### src/rtl/fp_ci_issuer.sv
// rtl/fp_ci_issuer.sv - initiator for the multi-cycle FP custom-instruction start/done handshake
// Optional done watchdog is compiled in when FP_CI_TIMEOUT_EN is defined.
module fp_ci_issuer #(
  parameter int DATA_W      = 32,
  parameter int CNT_W       = 16,
  parameter int TIMEOUT_CYC = 1023
) (
  input  logic              clk,
  input  logic              reset_n,
  input  logic              in_valid,
  output logic              in_ready,
  input  logic [DATA_W-1:0] in_dataa,
  input  logic [DATA_W-1:0] in_datab,
  output logic              ci_start,
  output logic [DATA_W-1:0] ci_dataa,
  output logic [DATA_W-1:0] ci_datab,
  input  logic [DATA_W-1:0] ci_result,
  input  logic              ci_done,
  output logic              out_valid,
  input  logic              out_ready,
  output logic [DATA_W-1:0] out_result,
  output logic              busy,
  output logic [CNT_W-1:0]  op_count,
  output logic              timeout
);

  typedef enum logic [1:0] {
    S_IDLE  = 2'd0,
    S_ISSUE = 2'd1,
    S_WAIT  = 2'd2,
    S_HOLD  = 2'd3
  } state_t;

  state_t              r_state;
  logic                r_in_ready;
  logic                r_busy;
  logic                r_ci_start;
  logic [DATA_W-1:0]   r_ci_dataa;
  logic [DATA_W-1:0]   r_ci_datab;
  logic                r_out_valid;
  logic [DATA_W-1:0]   r_out_result;
  logic [CNT_W-1:0]    r_op_count;

`ifdef FP_CI_TIMEOUT_EN
  localparam int WC_W = (TIMEOUT_CYC < 2) ? 1 : $clog2(TIMEOUT_CYC + 1);
  localparam logic [WC_W-1:0]   WC_LAST = WC_W'(TIMEOUT_CYC - 1);
  localparam logic [DATA_W-1:0] QNAN    = DATA_W'(32'h7FC0_0000);

  logic [WC_W-1:0] r_wait_cnt;
  logic            r_timeout;
`endif

  // Every output is a register; done is only looked at in WAIT, so a level-type
  // done that lingers through HOLD/IDLE/ISSUE can never trigger a second capture.
  always_ff @(posedge clk or negedge reset_n) begin
    if (!reset_n) begin
      r_state      <= S_IDLE;
      r_in_ready   <= 1'b1;
      r_busy       <= 1'b0;
      r_ci_start   <= 1'b0;
      r_ci_dataa   <= '0;
      r_ci_datab   <= '0;
      r_out_valid  <= 1'b0;
      r_out_result <= '0;
      r_op_count   <= '0;
`ifdef FP_CI_TIMEOUT_EN
      r_wait_cnt   <= '0;
      r_timeout    <= 1'b0;
`endif
    end else begin
      case (r_state)
        S_IDLE: begin
          if (in_valid) begin
            r_ci_dataa <= in_dataa;
            r_ci_datab <= in_datab;
            r_ci_start <= 1'b1;
            r_in_ready <= 1'b0;
            r_busy     <= 1'b1;
            r_state    <= S_ISSUE;
          end
        end
        S_ISSUE: begin
          r_ci_start <= 1'b0;
`ifdef FP_CI_TIMEOUT_EN
          r_wait_cnt <= '0;
`endif
          r_state    <= S_WAIT;
        end
        S_WAIT: begin
          if (ci_done) begin
            r_out_result <= ci_result;
            r_out_valid  <= 1'b1;
            r_op_count   <= r_op_count + 1'b1;
            r_state      <= S_HOLD;
          end
`ifdef FP_CI_TIMEOUT_EN
          // done on the final allowed cycle takes priority over the watchdog
          else if (r_wait_cnt == WC_LAST) begin
            r_out_result <= QNAN;
            r_out_valid  <= 1'b1;
            r_timeout    <= 1'b1;
            r_state      <= S_HOLD;
          end else begin
            r_wait_cnt <= r_wait_cnt + 1'b1;
          end
`endif
        end
        S_HOLD: begin
          if (out_ready) begin
            r_out_valid <= 1'b0;
            r_in_ready  <= 1'b1;
            r_busy      <= 1'b0;
            r_state     <= S_IDLE;
          end
        end
        default: begin
          r_state <= S_IDLE;
        end
      endcase
    end
  end

  assign in_ready   = r_in_ready;
  assign busy       = r_busy;
  assign ci_start   = r_ci_start;
  assign ci_dataa   = r_ci_dataa;
  assign ci_datab   = r_ci_datab;
  assign out_valid  = r_out_valid;
  assign out_result = r_out_result;
  assign op_count   = r_op_count;

`ifdef FP_CI_TIMEOUT_EN
  assign timeout = r_timeout;
`else
  assign timeout = 1'b0;
`endif

endmodule

### config.mk
export PLATFORM = sky130hd
export DESIGN_NAME = fp_ci_issuer
export DESIGN_NICKNAME = d
export VERILOG_FILES = /design/src/rtl/fp_ci_issuer.sv
export SDC_FILE = /design/constraint.sdc
export NUM_CORES = 1
export LEC_CHECK = 0
export ABC_AREA = 1
export BUFFER_PORTS_ARGS = -buffer_cell sky130_fd_sc_hd__clkbuf_2
export CORE_ASPECT_RATIO = 1.1
export CORE_MARGIN = 4
export CORE_UTILIZATION = 35
export CTS_CLUSTER_SIZE = 12
export DETAILED_ROUTE_END_ITERATION = 6
export PLACE_DENSITY = 0.71
export SYNTH_ARGS = -nofsm -noshare
export SYNTH_HDL_FRONTEND = slang
export SYNTH_SLANG_ARGS = --single-unit
### constraint.sdc
create_clock -name clk -period 1.9 [get_ports clk]
set_clock_uncertainty 0.15 [all_clocks]
set_input_delay 0.285 -clock clk [delete_from_list [all_inputs] [get_ports clk]]
set_output_delay 0.285 -clock clk [all_outputs]
set_load 0.02 [all_outputs]
==> flow_metrics.tcl, run 1 <==
set metrics [dict create \
    outcome "finished, final reports clean" \
    synth_mux_area_share_pct 0 \
    synth-simple-area-share_pct 29.9 \
    num_vias 4643 \
    htree_num_levels 4 \
    most_common_cell_after_layout_fill_and_taps_aside "nand2_1" \
    ioPinCount 218 \
    drive_above_1_share_pct 29.9 \
    vdd.ir_drop.worst_mv 0.721 \
    worstSkewPairLatency_ns 0.40 \
    cp_max_fo 26 \
    dpl.cell_count 926 \
    hp-class "in2reg" \
    most_frequent_cells_in_the_layout "nand2_1, clkbuf_2, dfrtp_1, dlygate4sd3_1" \
    final.hold.worst_slack_ns 0.0728 \
    rsz0062_at_grt "false" \
    core-area_mm2 0.0133 \
    setup_viol 0 \
    detailedRoute.firstIterationViolations 239 \
    netlist_instances 541 \
    synth_nets 647 \
    post_synth_fa_ha_maj_area_fraction_pct 1.31 \
    die_h_um 130 \
    synth_top_family_by_area "simple AND/OR/NAND/NOR gates" \
    drt-pass1-iter-count 5 \
    hpwl_um 8530 \
    whs_path_depth 4 \
    routed_wirelength_um 14100 \
    drc 0 \
    timing.critical_path.to_type "flop" \
    maxCapViolations 0 \
    hold_viol 0 \
    maxClockFrequency_ghz 0.565 \
    design.final.nets 965 \
    min_period_over_period_pct 93.1 \
    number_of_global_route_vias_before_repair 4867 \
    worst_path_required_time_ns 2.07 \
    overflow 0 \
    max-clock-path-buffers 2 \
    gpl.final_weighted_congestion 0.795 \
    worst-slew-pin-transition_ns 0.624 \
    floorplan.die_area_mm2 0.0156 \
    critical_path_class "reg2reg" \
    via_per_inst 4.41 \
    routed_wire_length_per_instance_um 13.4 \
    fillers 1097 \
    synth_compound_gate_area_share_pct 1.02 \
    synth_area_per_cell_um2 8.82 \
    cts.root.buffer_cell "clkbuf_16" \
    pin_count_of_the_biggest_net_entering_global_routing 119 \
    power.leakage_nw 4.28 \
    ys_types 28 \
    synth-seq-area-share_pct 61.9 \
    synthesis.area_mm2 0.00477 \
    critPathArrivalTime_ns 1.93 \
    initial_core_utilization_pct 36.0 \
    ys_ff_latch 118 \
    clock_pin_slew_on_the_worst_setup_and_hold_paths_ns 0.05 \
    timing.critical_path.from_type "flop" \
    final-instance-count-excl-fill 1054 \
    power.density_mw_per_mm2 1540 \
    syn2layout_area_growth_pct 59.1 \
    final_period_minus_worst_setup_slack_ns 1.77 \
    totalNegativeSetupSlack_ns 0 \
    area_share_of_xor_xnor_cells_in_the_synthesized_design_pct 1.83 \
    report.final.slew_viol_count 0 \
    rr_worst_depth 6 \
    tritoncts "built" \
    sink_count 118 \
    timing.slew.headroom_pct 58.4 \
    rows 44 \
    global_route.usage.total_pct 18.7 \
    antenna_left 0 \
    ys.warnings.count 0 \
    antenna_violations_before_repair 0 \
    number_of_buffers_created_by_cts 17 \
    io_buffers 216 \
    chipWidth_um 119 \
    grt_pass1_wl_um 23300 \
]
## synthesized netlist by cell type
library cell	number	share of area [%]
nand2_1	321	25
dfrtp_1	117	61
inv_1	18	1.4
nor2_1	17	1.3
buf_2	15	1.6
xnor2_1	7	1.3
ha_1	5	1.3
nand3_1	5	0.52
nand4_1	5	0.66
a21oi_1	4	0.42
clkbuf_1	4	0.31
buf_4	3	0.47
xor2_1	3	0.55
nor3_1	2	0.21
o21ai_0	2	0.21
a31oi_1	1	0.13
buf_6	1	0.24
conb_1	1	0.079
dfstp_2	1	0.55
nand2_2	1	0.13
nand3_4	1	0.37
nor2_2	1	0.13
nor2_4	1	0.24
nor2_8	1	0.42
nor3_4	1	0.34
nor3b_2	1	0.26
o21a_1	1	0.16
o21ai_1	1	0.10
## area by class of cell
type / instances / area (um2) / area share [%]
sequential: 118 / 2950 / 38.9
timing repair buffer: 322 / 2180 / 28.7
multi-input combinational: 382 / 1630 / 21.5
clock buffer: 24 / 482 / 6.34
tap: 184 / 230 / 3.03
inverter: 18 / 67.6 / 0.890
clock inverter: 5 / 50.0 / 0.659
antenna: 1 / 2.50 / 0.0329
## final timing paths
path | from | end | slack [ns]
setup / recovery | r_state[0]$_DFFE_PN0P_ | op_count[4]$_DFFE_PN0P_ | 0.13
hold / removal | ci_done | out_valid$_DFFE_PN0P_ | 0.07
setup reg to reg | r_state[0]$_DFFE_PN0P_ | op_count[4]$_DFFE_PN0P_ | 0.13
hold reg to reg | ci_dataa[19]$_DFFE_PN0P_ | ci_dataa[19]$_DFFE_PN0P_ | 0.32
max in group asynchronous | reset_n | ci_datab[28]$_DFFE_PN0P_ | 0.76
min in group asynchronous | reset_n | op_count[13]$_DFFE_PN0P_ | 0.38
## cells by family (layout without fill, tap and decap cells)
kind of cell / after synthesis / in the layout
buffers and inverters: 41 / 369
AO/OA/AOI/OAI: 9 / 9
adder cells (fa/ha/maj): 5 / 5
XOR/XNOR: 10 / 10
other: 1 / 2
flip-flops: 118 / 118
AND/OR/NAND/NOR: 357 / 357
## state kept, by name (all words and copies together) (netlist names)
register / count
out_result: 32
ci_start: 1
ci_datab: 32
ci_dataa: 32
out_valid: 1
in_ready: 1
r_state: 2
op_count: 16
busy: 1
## critical path, cell delays in order, from the launching register on
cell     delay [ns]
dfrtp_1        0.39
inv_1          0.11
ha_1           0.24
nand2_2        0.17
buf_6          0.22
nor3b_2        0.21
xor2_1         0.19
## routing by layer
metal	vias up	GRT usage (%)	share of wire, %
met2	192	32.0	49
li1	2273	-	-
met5	-	0	0
met3	55	5.34	6.7
met1	2123	21.3	40
met4	0	10.8	4.2
## what timing repair did
item	CTS	global route
setup endpoints to repair	0	19
buffers inserted	0	0
hold buffers	98	0
resized for setup	0	2
hold endpoints to repair	214	0
## report_power, final
group	internal, W	switching [W]
combinational	0.00157	0.00298
clock	0.00187	0.00104
sequential	0.00357	0.000628
total	0.00701	0.00465
## stage by stage
stage	power (W)	util, %	worst slack, ns	instance area, um2
floorplan	0.00689	-	0.326	4770
global placement	0.00849	45.8	0.186	6080
detailed placement	0.00858	45.8	0.106	6080
CTS	0.0117	57.2	0.0650	7590
global route	0.0124	57.2	0.00370	7590
finish	0.0117	57.2	0.131	7590
No activity file was read; power rests on OpenSTA's default activity.
==> inputs of run 2 (changes only) <==
--- a/config.mk
+++ b/config.mk
@@ -7,12 +7,15 @@
 export LEC_CHECK = 0
 export ABC_AREA = 1
 export BUFFER_PORTS_ARGS = -buffer_cell sky130_fd_sc_hd__clkbuf_2
+export CAP_MARGIN = 20
 export CORE_ASPECT_RATIO = 1.1
 export CORE_MARGIN = 4
 export CORE_UTILIZATION = 35
+export CTS_BUF_LIST = sky130_fd_sc_hd__clkbuf_8
 export CTS_CLUSTER_SIZE = 12
 export DETAILED_ROUTE_END_ITERATION = 6
 export PLACE_DENSITY = 0.71
+export SETUP_SLACK_MARGIN = 0.05
 export SYNTH_ARGS = -nofsm -noshare
 export SYNTH_HDL_FRONTEND = slang
 export SYNTH_SLANG_ARGS = --single-unit
==> flow_metrics.tcl, run 2 (synthesized netlist as in run 1, its figures left out) <==
set metrics [dict create \
    outcome "finished, final reports clean" \
    maxCapViolations 0 \
    pin_count_of_the_biggest_net_entering_global_routing 119 \
    most_common_cell_after_layout_fill_and_taps_aside "nand2_1" \
    cp_max_fo 26 \
    report.final.slew_viol_count 0 \
    grt_pass1_wl_um 23200 \
    timing.critical_path.to_type "flop" \
    worstPathBufferInverterCount 2 \
    die_h_um 130 \
    power.combinational.fraction_pct 42.4 \
    power.switching_fraction_pct 42.1 \
    drive_above_1_share_pct 30.0 \
    path_delay_family "flip-flops" \
    setup_viol 0 \
    most_frequent_cells_in_the_layout "nand2_1, clkbuf_2, dfrtp_1, dlygate4sd3_1" \
    routed_wire_length_per_instance_um 13.3 \
    overflow 0 \
    critPathArrivalTime_ns 1.94 \
    critical_path_class "reg2reg" \
    hp-class "in2reg" \
    hold_viol 0 \
    clock_pin_slew_on_the_worst_setup_and_hold_paths_ns 0.06 \
    chipWidth_um 119 \
    critical_path.cell_chain "inv_1 -> ha_1 -> nand2_2 -> buf_6 -> nor3b_2 -> xor2_1" \
    global_route.usage.total_pct 18.6 \
    rows 44 \
    initial_core_utilization_pct 36.0 \
    min_period_over_period_pct 92.3 \
    fin_area_mm2 0.00741 \
    power.leakage_nw 4.22 \
    htree_num_levels 4 \
    placed_area_mm2 0.00608 \
    io_buffers 216 \
    antenna_violations_before_repair 0 \
    number_of_buffers_created_by_cts 17 \
    via_per_inst 4.40 \
    timing.slew.headroom_pct 56.1 \
    drc 0 \
    detailedRoute.firstIterationViolations 219 \
    worst_path_required_time_ns 2.08 \
    sink_count 118 \
    worst-slew-pin-transition_ns 0.659 \
    timing.critical_path.from_type "flop" \
    max-clock-path-buffers 2 \
    gpl.final_weighted_congestion 0.795 \
    power_switching_w 0.00452 \
    pwr-share-seq_pct 39.0 \
    cts.root.buffer_cell "clkbuf_8" \
    intPower_w 0.00622 \
    power.density_mw_per_mm2 1450 \
    floorplan.die_area_mm2 0.0156 \
    post-route-worst-setup-slack_ns 0.146 \
    worstSkewPairLatency_ns 0.41 \
    cpMaxStageDelayCell "dfrtp_1" \
    hpwl_um 8530 \
    rsz0062_at_grt "true" \
    vdd.ir_drop.worst_mv 0.720 \
    syn2layout_area_growth_pct 55.3 \
    number_of_global_route_vias_before_repair 4864 \
    ioPinCount 218 \
    drt-pass1-iter-count 7 \
    routed_wirelength_um 14000 \
    antenna_left 0 \
    core-area_mm2 0.0133 \
    worst_path_largest_cell_delay_ns 0.40 \
    dpl_worst_slack_ns 0.106 \
    totalNegativeSetupSlack_ns 0 \
    tritoncts "built" \
    final_period_minus_worst_setup_slack_ns 1.75 \
    fillers 1140 \
    maxClockFrequency_ghz 0.570 \
    num_vias 4647 \
    clockPowerShare_pct 18.6 \
    design.final.nets 966 \
]
## run 2: changes by cell type in the layout (fill, tap and decap cells not counted), sizes merged
cell | before | now
buf | 9 | 10
clkbuf | 239 | 235
inv | 18 | 22
## run 2: path summary, 6_finish.rpt
kind / startpoint / endpoint / cells past startpoint / slack [ns]
max: r_state[0]$_DFFE_PN0P_ / op_count[4]$_DFFE_PN0P_ / 6 / 0.15
min: ci_done / out_valid$_DFFE_PN0P_ / 4 / 0.06
max in group asynchronous: reset_n / ci_datab[28]$_DFFE_PN0P_ / 3 / 0.74
min reg2reg: ci_datab[3]$_DFFE_PN0P_ / ci_datab[3]$_DFFE_PN0P_ / 2 / 0.33
max reg2reg: r_state[0]$_DFFE_PN0P_ / op_count[4]$_DFFE_PN0P_ / 6 / 0.15
min in group asynchronous: reset_n / op_count[13]$_DFFE_PN0P_ / 3 / 0.33
## run 2: cell type report
type | instances | area (um2) | share of cell area [%]
Antenna cell | 1 | 2.50 | 0.0338
Clock buffer | 20 | 275 | 3.71
Clock inverter | 9 | 65.1 | 0.878
Inverter | 18 | 67.6 | 0.912
Multi-Input combinational cell | 382 | 1630 | 22.0
Sequential cell | 118 | 2950 | 39.9
Tap cell | 184 | 230 | 3.11
Timing Repair Buffer | 323 | 2190 | 29.5
## run 2: what timing repair did
item                                   CTS  global route
buffers inserted                         0             1
hold buffers                            98             0
endpoints found under the hold margin  214             0
setup endpoints to repair                0            27
resized for setup                        0             2
## run 2: layer usage
metal	global-route usage [%]	routed length, um	up-vias
met5	0	0	-
met1	21.5	5560	2120
met4	10.6	523	0
met2	31.8	6970	207
li1	-	-	2272
met3	4.91	977	48
## run 2: power by group through the flow
| stage | logic [W] | registers, W | clock network (W) |
|---|---|---|---|
| 2_1_floorplan | 0.00151 | 0.00538 | 0 |
| 6_report | 0.00455 | 0.00419 | 0.00200 |
| 4_1_cts | 0.00455 | 0.00417 | 0.00209 |
| 3_5_place_dp | 0.00440 | 0.00418 | 0 |
| 3_3_place_gp | 0.00429 | 0.00420 | 0 |
| 5_1_grt | 0.00502 | 0.00432 | 0.00220 |
## run 2: metrics by stage
step / hold WS, ns / total power, W / util, % / cells
2_1_floorplan: -0.161 / 0.00689 / - / 541
3_3_place_gp: 0.285 / 0.00849 / 45.8 / 926
3_5_place_dp: 0.283 / 0.00858 / 45.8 / 926
4_1_cts: 0.00906 / 0.0108 / 55.8 / 1053
5_1_grt: 0.0663 / 0.0115 / 55.8 / 1054
6_report: 0.0583 / 0.0107 / 55.9 / 1055
## run 2: worst register-to-register path: cells and delay by family (launching register included)
kind	cells	cell delay [ns]
adder cells (fa/ha/maj)	1	0.24
XOR/XNOR	1	0.17
AND/OR/NAND/NOR	2	0.39
flip-flops	1	0.40
buffers and inverters	2	0.34
